## config.mk

```make
export PLATFORM = sky130hd
export DESIGN_NAME = dm_arbiter_flat
export DESIGN_NICKNAME = d
export VERILOG_FILES = /design/src/rtl/cpu_pkg.sv /design/src/rtl/dm_arbiter_if.sv /design/src/rtl/rr_pick2.sv /design/src/rtl/dm_arbiter.sv /design/src/flat_wrapper.sv
export SDC_FILE = /design/constraint.sdc
export NUM_CORES = 1
export LEC_CHECK = 0
export BUFFER_PORTS_ARGS = -buffer_cell sky130_fd_sc_hd__buf_2
export CORE_UTILIZATION = 35
export CTS_CLUSTER_SIZE = 12
export DETAILED_ROUTE_END_ITERATION = 10
export GPL_TIMING_DRIVEN = 0
export PLACE_DENSITY_LB_ADDON = 0.12
export SLEW_MARGIN = 10
export SYNTH_ARGS = -nofsm -noshare
export SYNTH_HDL_FRONTEND = slang
export SYNTH_SLANG_ARGS = --single-unit
```

## constraint.sdc

```tcl
create_clock -name clk -period 5.6 [get_ports clk]
set_clock_uncertainty 0.15 [all_clocks]
set_input_delay 0 -clock clk [delete_from_list [all_inputs] [get_ports clk]]
set_output_delay 0 -clock clk [all_outputs]
set_load 0.05 [all_outputs]
```

## src/rtl/cpu_pkg.sv

```systemverilog
// cpu_pkg: shared definitions for the data-memory arbiter.
//   CPU_ADDR_W / CPU_DATA_W : default data memory address and word widths
//   arb_state_e             : arbiter ownership states
package cpu_pkg;

  localparam int CPU_ADDR_W = 8;
  localparam int CPU_DATA_W = 16;

  typedef enum logic [1:0] {
    ARB_IDLE = 2'd0,
    ARB_OWN0 = 2'd1,
    ARB_OWN1 = 2'd2
  } arb_state_e;

endpackage

```

## src/rtl/dm_arbiter_if.sv

```systemverilog
// dm_arbiter_if: bundle of the two requester ports and the data memory port.
//   reqN/weN/addrN/wdataN : access request from port N (0 = CPU, 1 = loader)
//   gntN/rvalidN/rdataN   : grant, read-valid and read data back to port N
//   mem_*                 : single-port data memory strobe, address and data
// Modports:
//   slave  : arbiter view (requests and mem_rdata in, grants and mem_* out)
//   master : requester/memory side (the opposite direction)
interface dm_arbiter_if
  import cpu_pkg::*;
#(
  parameter int ADDR_W = CPU_ADDR_W,
  parameter int DATA_W = CPU_DATA_W
);

  logic              req0, req1;
  logic              we0, we1;
  logic [ADDR_W-1:0] addr0, addr1;
  logic [DATA_W-1:0] wdata0, wdata1;
  logic              gnt0, gnt1;
  logic              rvalid0, rvalid1;
  logic [DATA_W-1:0] rdata0, rdata1;
  logic              mem_en;
  logic              mem_we;
  logic [ADDR_W-1:0] mem_addr;
  logic [DATA_W-1:0] mem_wdata;
  logic [DATA_W-1:0] mem_rdata;

  modport slave (
    input  req0, req1, we0, we1, addr0, addr1, wdata0, wdata1, mem_rdata,
    output gnt0, gnt1, rvalid0, rvalid1, rdata0, rdata1,
           mem_en, mem_we, mem_addr, mem_wdata
  );

  modport master (
    output req0, req1, we0, we1, addr0, addr1, wdata0, wdata1, mem_rdata,
    input  gnt0, gnt1, rvalid0, rvalid1, rdata0, rdata1,
           mem_en, mem_we, mem_addr, mem_wdata
  );

endinterface

```

## src/rtl/rr_pick2.sv

```systemverilog
// rr_pick2: two-request round-robin picker.
//   req0, req1 : pending requests
//   last       : port served most recently
//   winner     : chosen port; only meaningful when req0 | req1
module rr_pick2 (
  input  logic req0,
  input  logic req1,
  input  logic last,
  output logic winner
);

  always_comb begin
    winner = 1'b0;
    if (req0 && req1) winner = ~last;  // tie goes to the port not served last
    else if (req1)    winner = 1'b1;
  end

endmodule

```

## src/rtl/dm_arbiter.sv

```systemverilog
// dm_arbiter: round-robin arbiter sharing one single-port data memory between
// the CPU (port 0) and the program/debug loader (port 1).
//   clk, rst_n : clock, asynchronous active-low reset
//   bus        : dm_arbiter_if.slave carrying both request ports and the
//                memory port
// The owner keeps the memory while it requests, up to BURST_MAX consecutive
// accepts while the other port waits; read data comes back one cycle after
// the accept, tagged with rvalid for the issuing port.
module dm_arbiter
  import cpu_pkg::*;
#(
  parameter int ADDR_W    = CPU_ADDR_W,
  parameter int DATA_W    = CPU_DATA_W,
  parameter int BURST_MAX = 4
) (
  input  logic         clk,
  input  logic         rst_n,
  dm_arbiter_if.slave  bus
);

  localparam int CNT_W = (BURST_MAX > 1) ? $clog2(BURST_MAX) : 1;
  localparam logic [CNT_W-1:0] CNT_LAST = CNT_W'(BURST_MAX - 1);

  arb_state_e        state, state_n;
  logic              last, last_n;
  logic [CNT_W-1:0]  cnt, cnt_n;
  logic              winner;
  logic              own;       // current owner when in an OWN state
  logic              own_req;
  logic              oth_req;
  logic              sel;       // port steering the memory bus
  logic              gnt0, gnt1;
  logic              mem_en, mem_we;
  logic              rvalid0, rvalid1;
  logic [ADDR_W-1:0] addr_mux;
  logic [DATA_W-1:0] wdata_mux;

  rr_pick2 u_pick (
    .req0   (bus.req0),
    .req1   (bus.req1),
    .last   (last),
    .winner (winner)
  );

  // NOTE: non-blocking assignments for every register so all flops update
  // from pre-edge values regardless of statement order.
  always_ff @(posedge clk or negedge rst_n) begin
    if (!rst_n) begin
      state   <= ARB_IDLE;
      last    <= 1'b1;
      cnt     <= '0;
      rvalid0 <= 1'b0;
      rvalid1 <= 1'b0;
    end else begin
      state   <= state_n;
      last    <= last_n;
      cnt     <= cnt_n;
      rvalid0 <= gnt0 & bus.req0 & ~bus.we0;
      rvalid1 <= gnt1 & bus.req1 & ~bus.we1;
    end
  end

  // NOTE: every output of this block gets a default first; otherwise paths
  // that skip an assignment would infer latches.
  always_comb begin
    state_n = state;
    last_n  = last;
    cnt_n   = cnt;
    own     = 1'b0;
    own_req = 1'b0;
    oth_req = 1'b0;
    sel     = 1'b0;
    gnt0    = 1'b0;
    gnt1    = 1'b0;
    mem_en  = 1'b0;
    mem_we  = 1'b0;

    unique case (state)
      ARB_IDLE: begin
        if (bus.req0 || bus.req1) state_n = winner ? ARB_OWN1 : ARB_OWN0;
      end

      ARB_OWN0, ARB_OWN1: begin
        own     = (state == ARB_OWN1);
        own_req = own ? bus.req1 : bus.req0;
        oth_req = own ? bus.req0 : bus.req1;
        sel     = own;
        gnt0    = ~own & bus.req0;
        gnt1    =  own & bus.req1;
        mem_en  = own_req;
        mem_we  = own ? bus.we1 : bus.we0;

        if (own_req) begin
          last_n = own;
          if (oth_req) begin
            // Contended accept: hand over once the burst budget is spent.
            if (cnt == CNT_LAST) begin
              state_n = own ? ARB_OWN0 : ARB_OWN1;
              cnt_n   = '0;
            end else begin
              cnt_n = cnt + 1'b1;
            end
          end else begin
            cnt_n = '0;
          end
        end else if (oth_req) begin
          state_n = own ? ARB_OWN0 : ARB_OWN1;
          cnt_n   = '0;
        end else begin
          state_n = ARB_IDLE;
        end
      end

      default: state_n = ARB_IDLE;
    endcase
  end

  assign addr_mux  = sel ? bus.addr1  : bus.addr0;
  assign wdata_mux = sel ? bus.wdata1 : bus.wdata0;

  assign bus.gnt0      = gnt0;
  assign bus.gnt1      = gnt1;
  assign bus.mem_en    = mem_en;
  assign bus.mem_we    = mem_we;
  assign bus.mem_addr  = addr_mux;
  assign bus.mem_wdata = wdata_mux;
  assign bus.rvalid0   = rvalid0;
  assign bus.rvalid1   = rvalid1;
  assign bus.rdata0    = bus.mem_rdata;
  assign bus.rdata1    = bus.mem_rdata;

endmodule
```

## src/flat_wrapper.sv

```systemverilog
// flat-port wrapper written by rule: the top's interface ports become plain ports
module dm_arbiter_flat import cpu_pkg::*;
#(
  parameter int ADDR_W    = CPU_ADDR_W,
  parameter int DATA_W    = CPU_DATA_W,
  parameter int BURST_MAX = 4
)
  (clk, rst_n, bus_req0, bus_req1, bus_we0, bus_we1, bus_addr0, bus_addr1, bus_wdata0, bus_wdata1, bus_mem_rdata, bus_gnt0, bus_gnt1, bus_rvalid0, bus_rvalid1, bus_rdata0, bus_rdata1, bus_mem_en, bus_mem_we, bus_mem_addr, bus_mem_wdata);
  dm_arbiter_if #(.ADDR_W(ADDR_W), .DATA_W(DATA_W)) bus_i ();
  input  logic clk;
  input  logic rst_n;
  input wire logic [$bits(bus_i.req0)-1:0] bus_req0;
  input wire logic [$bits(bus_i.req1)-1:0] bus_req1;
  input wire logic [$bits(bus_i.we0)-1:0] bus_we0;
  input wire logic [$bits(bus_i.we1)-1:0] bus_we1;
  input wire logic [$bits(bus_i.addr0)-1:0] bus_addr0;
  input wire logic [$bits(bus_i.addr1)-1:0] bus_addr1;
  input wire logic [$bits(bus_i.wdata0)-1:0] bus_wdata0;
  input wire logic [$bits(bus_i.wdata1)-1:0] bus_wdata1;
  input wire logic [$bits(bus_i.mem_rdata)-1:0] bus_mem_rdata;
  output wire logic [$bits(bus_i.gnt0)-1:0] bus_gnt0;
  output wire logic [$bits(bus_i.gnt1)-1:0] bus_gnt1;
  output wire logic [$bits(bus_i.rvalid0)-1:0] bus_rvalid0;
  output wire logic [$bits(bus_i.rvalid1)-1:0] bus_rvalid1;
  output wire logic [$bits(bus_i.rdata0)-1:0] bus_rdata0;
  output wire logic [$bits(bus_i.rdata1)-1:0] bus_rdata1;
  output wire logic [$bits(bus_i.mem_en)-1:0] bus_mem_en;
  output wire logic [$bits(bus_i.mem_we)-1:0] bus_mem_we;
  output wire logic [$bits(bus_i.mem_addr)-1:0] bus_mem_addr;
  output wire logic [$bits(bus_i.mem_wdata)-1:0] bus_mem_wdata;
  assign bus_i.req0 = bus_req0;
  assign bus_i.req1 = bus_req1;
  assign bus_i.we0 = bus_we0;
  assign bus_i.we1 = bus_we1;
  assign bus_i.addr0 = bus_addr0;
  assign bus_i.addr1 = bus_addr1;
  assign bus_i.wdata0 = bus_wdata0;
  assign bus_i.wdata1 = bus_wdata1;
  assign bus_i.mem_rdata = bus_mem_rdata;
  assign bus_gnt0 = bus_i.gnt0;
  assign bus_gnt1 = bus_i.gnt1;
  assign bus_rvalid0 = bus_i.rvalid0;
  assign bus_rvalid1 = bus_i.rvalid1;
  assign bus_rdata0 = bus_i.rdata0;
  assign bus_rdata1 = bus_i.rdata1;
  assign bus_mem_en = bus_i.mem_en;
  assign bus_mem_we = bus_i.mem_we;
  assign bus_mem_addr = bus_i.mem_addr;
  assign bus_mem_wdata = bus_i.mem_wdata;
  dm_arbiter #(.ADDR_W(ADDR_W), .DATA_W(DATA_W), .BURST_MAX(BURST_MAX)) u_core (.clk(clk), .rst_n(rst_n), .bus(bus_i));
endmodule
```

**Yosys cells after proc, flatten, opt, wreduce, memory -nomap -nowiden**

Index checks and enable logic that the tools add are counted.

- Bits in registers: 7
- Output and inout bits: 62
- Logic and storage cells: 54

- Add/subtract/negate cells: 1
- Equality and inequality tests: 6
- Mux-type cells: 24
- Bitwise operators: 10
- Reduce and logical (&&, ||, !) cells: 8

Operators by type and width:

| kind | number |
|---|---|
| $mux W2 | 11 |
| $mux W16 | 1 |
| $mux W1 | 10 |
| $mux W8 | 1 |
| $and A1 B1 Y1 | 6 |
| $ne A3 B3 Y1 const B | 2 |
| $eq A2 B2 Y1 const B | 2 |
| $not A1 Y1 | 4 |
| $pmux W2 S2 | 1 |
| $reduce_and A2 Y1 | 2 |
| $reduce_and A3 Y1 | 1 |
| $add A2 B1 Y2 const B | 1 |
| $eq A2 B1 Y1 const B | 1 |
| $logic_not A2 Y1 | 1 |
| $ne A2 B1 Y1 const B | 1 |
| $reduce_bool A2 Y1 | 1 |
| $reduce_or A2 Y1 | 1 |
| $logic_and A1 B1 Y1 | 1 |
| $logic_or A1 B1 Y1 | 1 |

**Longest topological paths before layout**

- Depth after elaboration: 6
- Gate-level depth with buffers: 7
- Mapped depth without buffers: 6

**Hierarchy**

From an unflattened synthesis, not the netlist that was laid out.

- Cell total of the unflattened synthesis: 110
- Area, all modules: 1019.7 µm²

By module, submodules not included:

| module | times used | cells an instance | area each (µm²) |
|---|---|---|---|
| dm_arbiter | 1 | 109 | 1008.5 |
| rr_pick2 | 1 | 1 | 11.3 |

**Least setup slack after synthesis**

OpenSTA, ideal clock, no wires.

- Path type: register -> register
- Start: reg u_core.state[0]
- End: reg u_core.last
- Setup time: 0.082 ns
- Arrival time: 2.083 ns
- Path slack: 3.285 ns
- Stages on the path, launching flop included: 6
- Path buffers: 0
- Cell sequence: dfrtp_1 -> inv_1 -> ha_1 -> and2_1 -> o21a_1 -> mux2_2

- Word-level cells in the longest chain between the ends: 3

RTL lines:

| what | line | text |
|---|---|---|
| from (decl) | dm_arbiter.sv:24 | `arb_state_e state, state_n;` |
| from (signal assigned) | dm_arbiter.sv:55 | `state <= state_n;` |
| $eq A2 B1 Y1 / $eq A2 B2 Y1 (equally long branches) | dm_arbiter.sv:78, dm_arbiter.sv:84 |  |
| $reduce_or A2 Y1 / $mux W1 (equally long branches) | dm_arbiter.sv:78, dm_arbiter.sv:85 |  |
| $reduce_and A2 Y1 (no source line) | - |  |
| to (signal assigned) | dm_arbiter.sv:56 | `last <= last_n;` |
| to (decl) | dm_arbiter.sv:25 | `logic last, last_n;` |

Several ways; a longest one is shown, not always the timed one.
A chain may end at the register's enable or synchronous reset.

**Worst setup path in the final report**

- Start: reg u_core.state[0]
- End: out bus_mem_wdata[6]

- Word-level cells in the longest chain between the ends: 4

RTL lines:

| what | line | text |
|---|---|---|
| $eq A2 B1 Y1 / $eq A2 B2 Y1 (equally long branches) | dm_arbiter.sv:78, dm_arbiter.sv:84 |  |
| $reduce_or A2 Y1 | dm_arbiter.sv:78 | `unique case (state)` |
| $mux W1 (*) | dm_arbiter.sv:78 |  |
| $mux W16 (*) | dm_arbiter.sv:119 | `assign wdata_mux = sel ? bus.wdata1 : bus.wdata0;` |
| to (decl) | flat_wrapper.sv:30 | `output wire logic [$bits(bus_i.mem_wdata)-1:0] bus_mem_wdata;` |

Mark *: on every way between the ends. The rest lies on a longest branch, timed or not.

==> results.json <==
{
  "outcome": "complete, but fails checks",
  "violations": "DRC",
  "syn-cell-area_sq_um": 1050,
  "totalWireLength_mm": 3.03,
  "clkSinkCount": 7,
  "grt_pass1_wl_mm": 4.37,
  "antenna_left": 0,
  "worstSetupEndpointType": "output port",
  "worst-path-buf-inv": 4,
  "cap_viol_max_count": 0,
  "syn_area_per_cell_sq_um": 9.19,
  "dr.pass1.iters": 8,
  "antenna_found_initial": 0,
  "boundaryPins": 132,
  "seq_area_frac_synth_pct": 16.8,
  "syn_inst": 114,
  "worst_slew_pin_slew_ns": 0.262,
  "drt_iter0_markers": 49,
  "cp.required_ns": 5.45,
  "fin_crit_ns": 2.13,
  "final_common_cell": "buf_2",
  "vias": 1165,
  "r2r_setup_slack_ns": 3.70,
  "grt_overflow": 0,
  "final_nets": 313,
  "finalHoldViolCount": 0,
  "area_growth_pct": 65.5,
  "initial_core_util_pct": 37.3,
  "fillCellCount": 245,
  "cts_made_buffers": 3,
  "h-tree-depth": 1,
  "drive_gt1_share_pct": 76.4,
  "grt_pass1_vias": 984,
  "synth-async-reset-ratio_pct": 100,
  "synth_seq_cells": 7,
  "portBuffers": 114,
  "rsz0062_at_grt": "false",
  "ir_drop_v": 0.000327,
  "final_util_pct": 61.8,
  "post_cts_buffers": 0,
  "routedWlPerCell_um": 11.3,
  "slowest_stage": "dfrtp_1",
  "cts_buffer_depth": 2,
  "critPathMaxFanout": 10,
  "cts_tree": "yes",
  "core_area_sq_um": 2810,
  "period_share_pct": 38.1,
  "path_clk_slew_ns": 0.05,
  "layout_common_cells": "buf_2 (116), buf_4 (33), mux2_2 (25)",
  "drc": 20,
  "setup_violations": 0,
  "cts-root-buf": "clkbuf_4",
  "die_h_um": 56.7,
  "path_cells": "inv_1 > ha_1 > buf_8 > buf_2 > mux2_2 > buf_2",
  "slew_headroom_pct": 82.5,
  "slew_violations": 0,
  "max_stage_delay_ns": 0.37,
  "grt_max_degree": 11,
  "leakage_nw": 1.01,
  "synth-edff-count": 0,
  "max_freq_mhz": 469,
  "critPathArrivalTime_ns": 1.98,
  "synth.distinct_cells": 29,
  "path_class": "flop to output port",
  "rows": 19,
  "cp_top_family": "buffers and inverters",
  "dp_hpwl_mm": 2.57,
  "pwr_density_cell_nw_per_um2": 476,
  "die_area_sq_um": 3210,
  "synthFlopType": "dfrtp_1",
  "clock_latency_ns": 0.24,
  "gp_congestion": 0.753,
  "grt_usage_pct": 17.2,
  "tns_ns": 0,
  "post_drt_via_cell_ratio": 4.35,
  "diodes": 0,
  "hold_path_class": "primary input to flop",
  "yosysWarnings": 0,
  "die_x_um": 56.7,
  "p_total_mw": 0.824,
  "startpoint_type": "flop",
  "cpMostUsedCell": "buf_2",
  "syn_nets": 189
}
## worst paths after layout
path / startpoint / endpoint / cells past startpoint
setup / recovery: u_core.state[0] / bus_mem_wdata[6] / 6
hold / removal: bus_req0 / u_core.bus.rvalid0 / 4
max in group asynchronous: rst_n / u_core.cnt[0] / 3
setup reg to reg: u_core.state[1] / u_core.state[1] / 6
min in group asynchronous: rst_n / u_core.last / 2
hold reg to reg: u_core.cnt[1] / u_core.cnt[1] / 1
## cell type report
cell class	count	area [sq um]	area share, %
Tap cell	31	38.8	2.24
Inverter	3	11.3	0.650
Sequential cell	7	176	10.2
Clock buffer	4	26.3	1.52
Multi-Input combinational cell	67	576	33.2
Buffer	37	284	16.4
Timing Repair Buffer	119	621	35.8
## report_power, final
part	switching [mW]	internal, mW
Combinational	0.456	0.240
Clock	0.0166	0.0271
Sequential	0.0118	0.0725
## synth_stat cells, types with 2 or more instances
library cell  instances  area share [%]
a21boi_0              2             1.4
a21oi_1               3             1.4
a22o_1                2             1.7
buf_2                 2            0.96
buf_4                33              24
dfrtp_1               6              14
ha_1                  5             6.0
inv_1                 3             1.1
mux2_2               25              27
mux2i_1               2             1.9
nand2_1               4             1.4
nand2b_1              2             1.2
nor2_1                5             1.8
nor2b_1               3             1.8
o21a_1                2             1.4
o21ai_0               2            0.96
## registers in the layout, indices dropped and copies added (netlist names)
signal,cells
u_core.bus.rvalid0,1
u_core.bus.rvalid1,1
u_core.state,2
u_core.cnt,2
u_core.last,1
## per-stage QoR
stage / std cells / hold slack [ns] / setup WS, ns / instance area (sq um)
after floorplan: 114 / -0.446 / 3.29 / 1050
after global placement: 259 / -0.314 / 3.67 / 1660
after detailed placement: 259 / -0.312 / 3.70 / 1660
after CTS: 268 / 0.0177 / 3.45 / 1730
after global routing: 268 / 0.0282 / 3.32 / 1730
final: 268 / 0.0250 / 3.47 / 1730
## worst min-delay path, stage by stage
cell and delay, ns:
buf_2 0.14, nand2_1 0.08, or2_2 0.13, nor2_1 0.04
## cell families (layout without fill, tap and decap cells)
| group | Yosys count | count (layout) | synth area share, % |
|---|---|---|---|
| adder cells (fa/ha/maj) | 5 | 5 | 5.97 |
| AO/OA/AOI/OAI | 14 | 14 | 9.32 |
| buffers and inverters | 40 | 163 | 28.2 |
| flip-flops | 7 | 7 | 16.8 |
| multiplexers | 28 | 28 | 29.9 |
| AND/OR/NAND/NOR | 20 | 20 | 9.80 |
## per-layer routing
| layer | global-route usage (%) | up-vias | part of all wire [%] |
|---|---|---|---|
| li1 | - | 605 | - |
| met1 | 19.2 | 500 | 39 |
| met2 | 31.5 | 56 | 52 |
| met3 | 3.46 | 4 | 8.2 |
| met4 | 7.14 | 0 | 0.89 |
| met5 | 0 | - | 0 |
## timing repair
action | in CTS | in global routing
resized for setup | 0 | 0
hold buffers | 5 | 0
hold endpoints to repair | 9 | 0
Power figures use the tool's default switching activity.
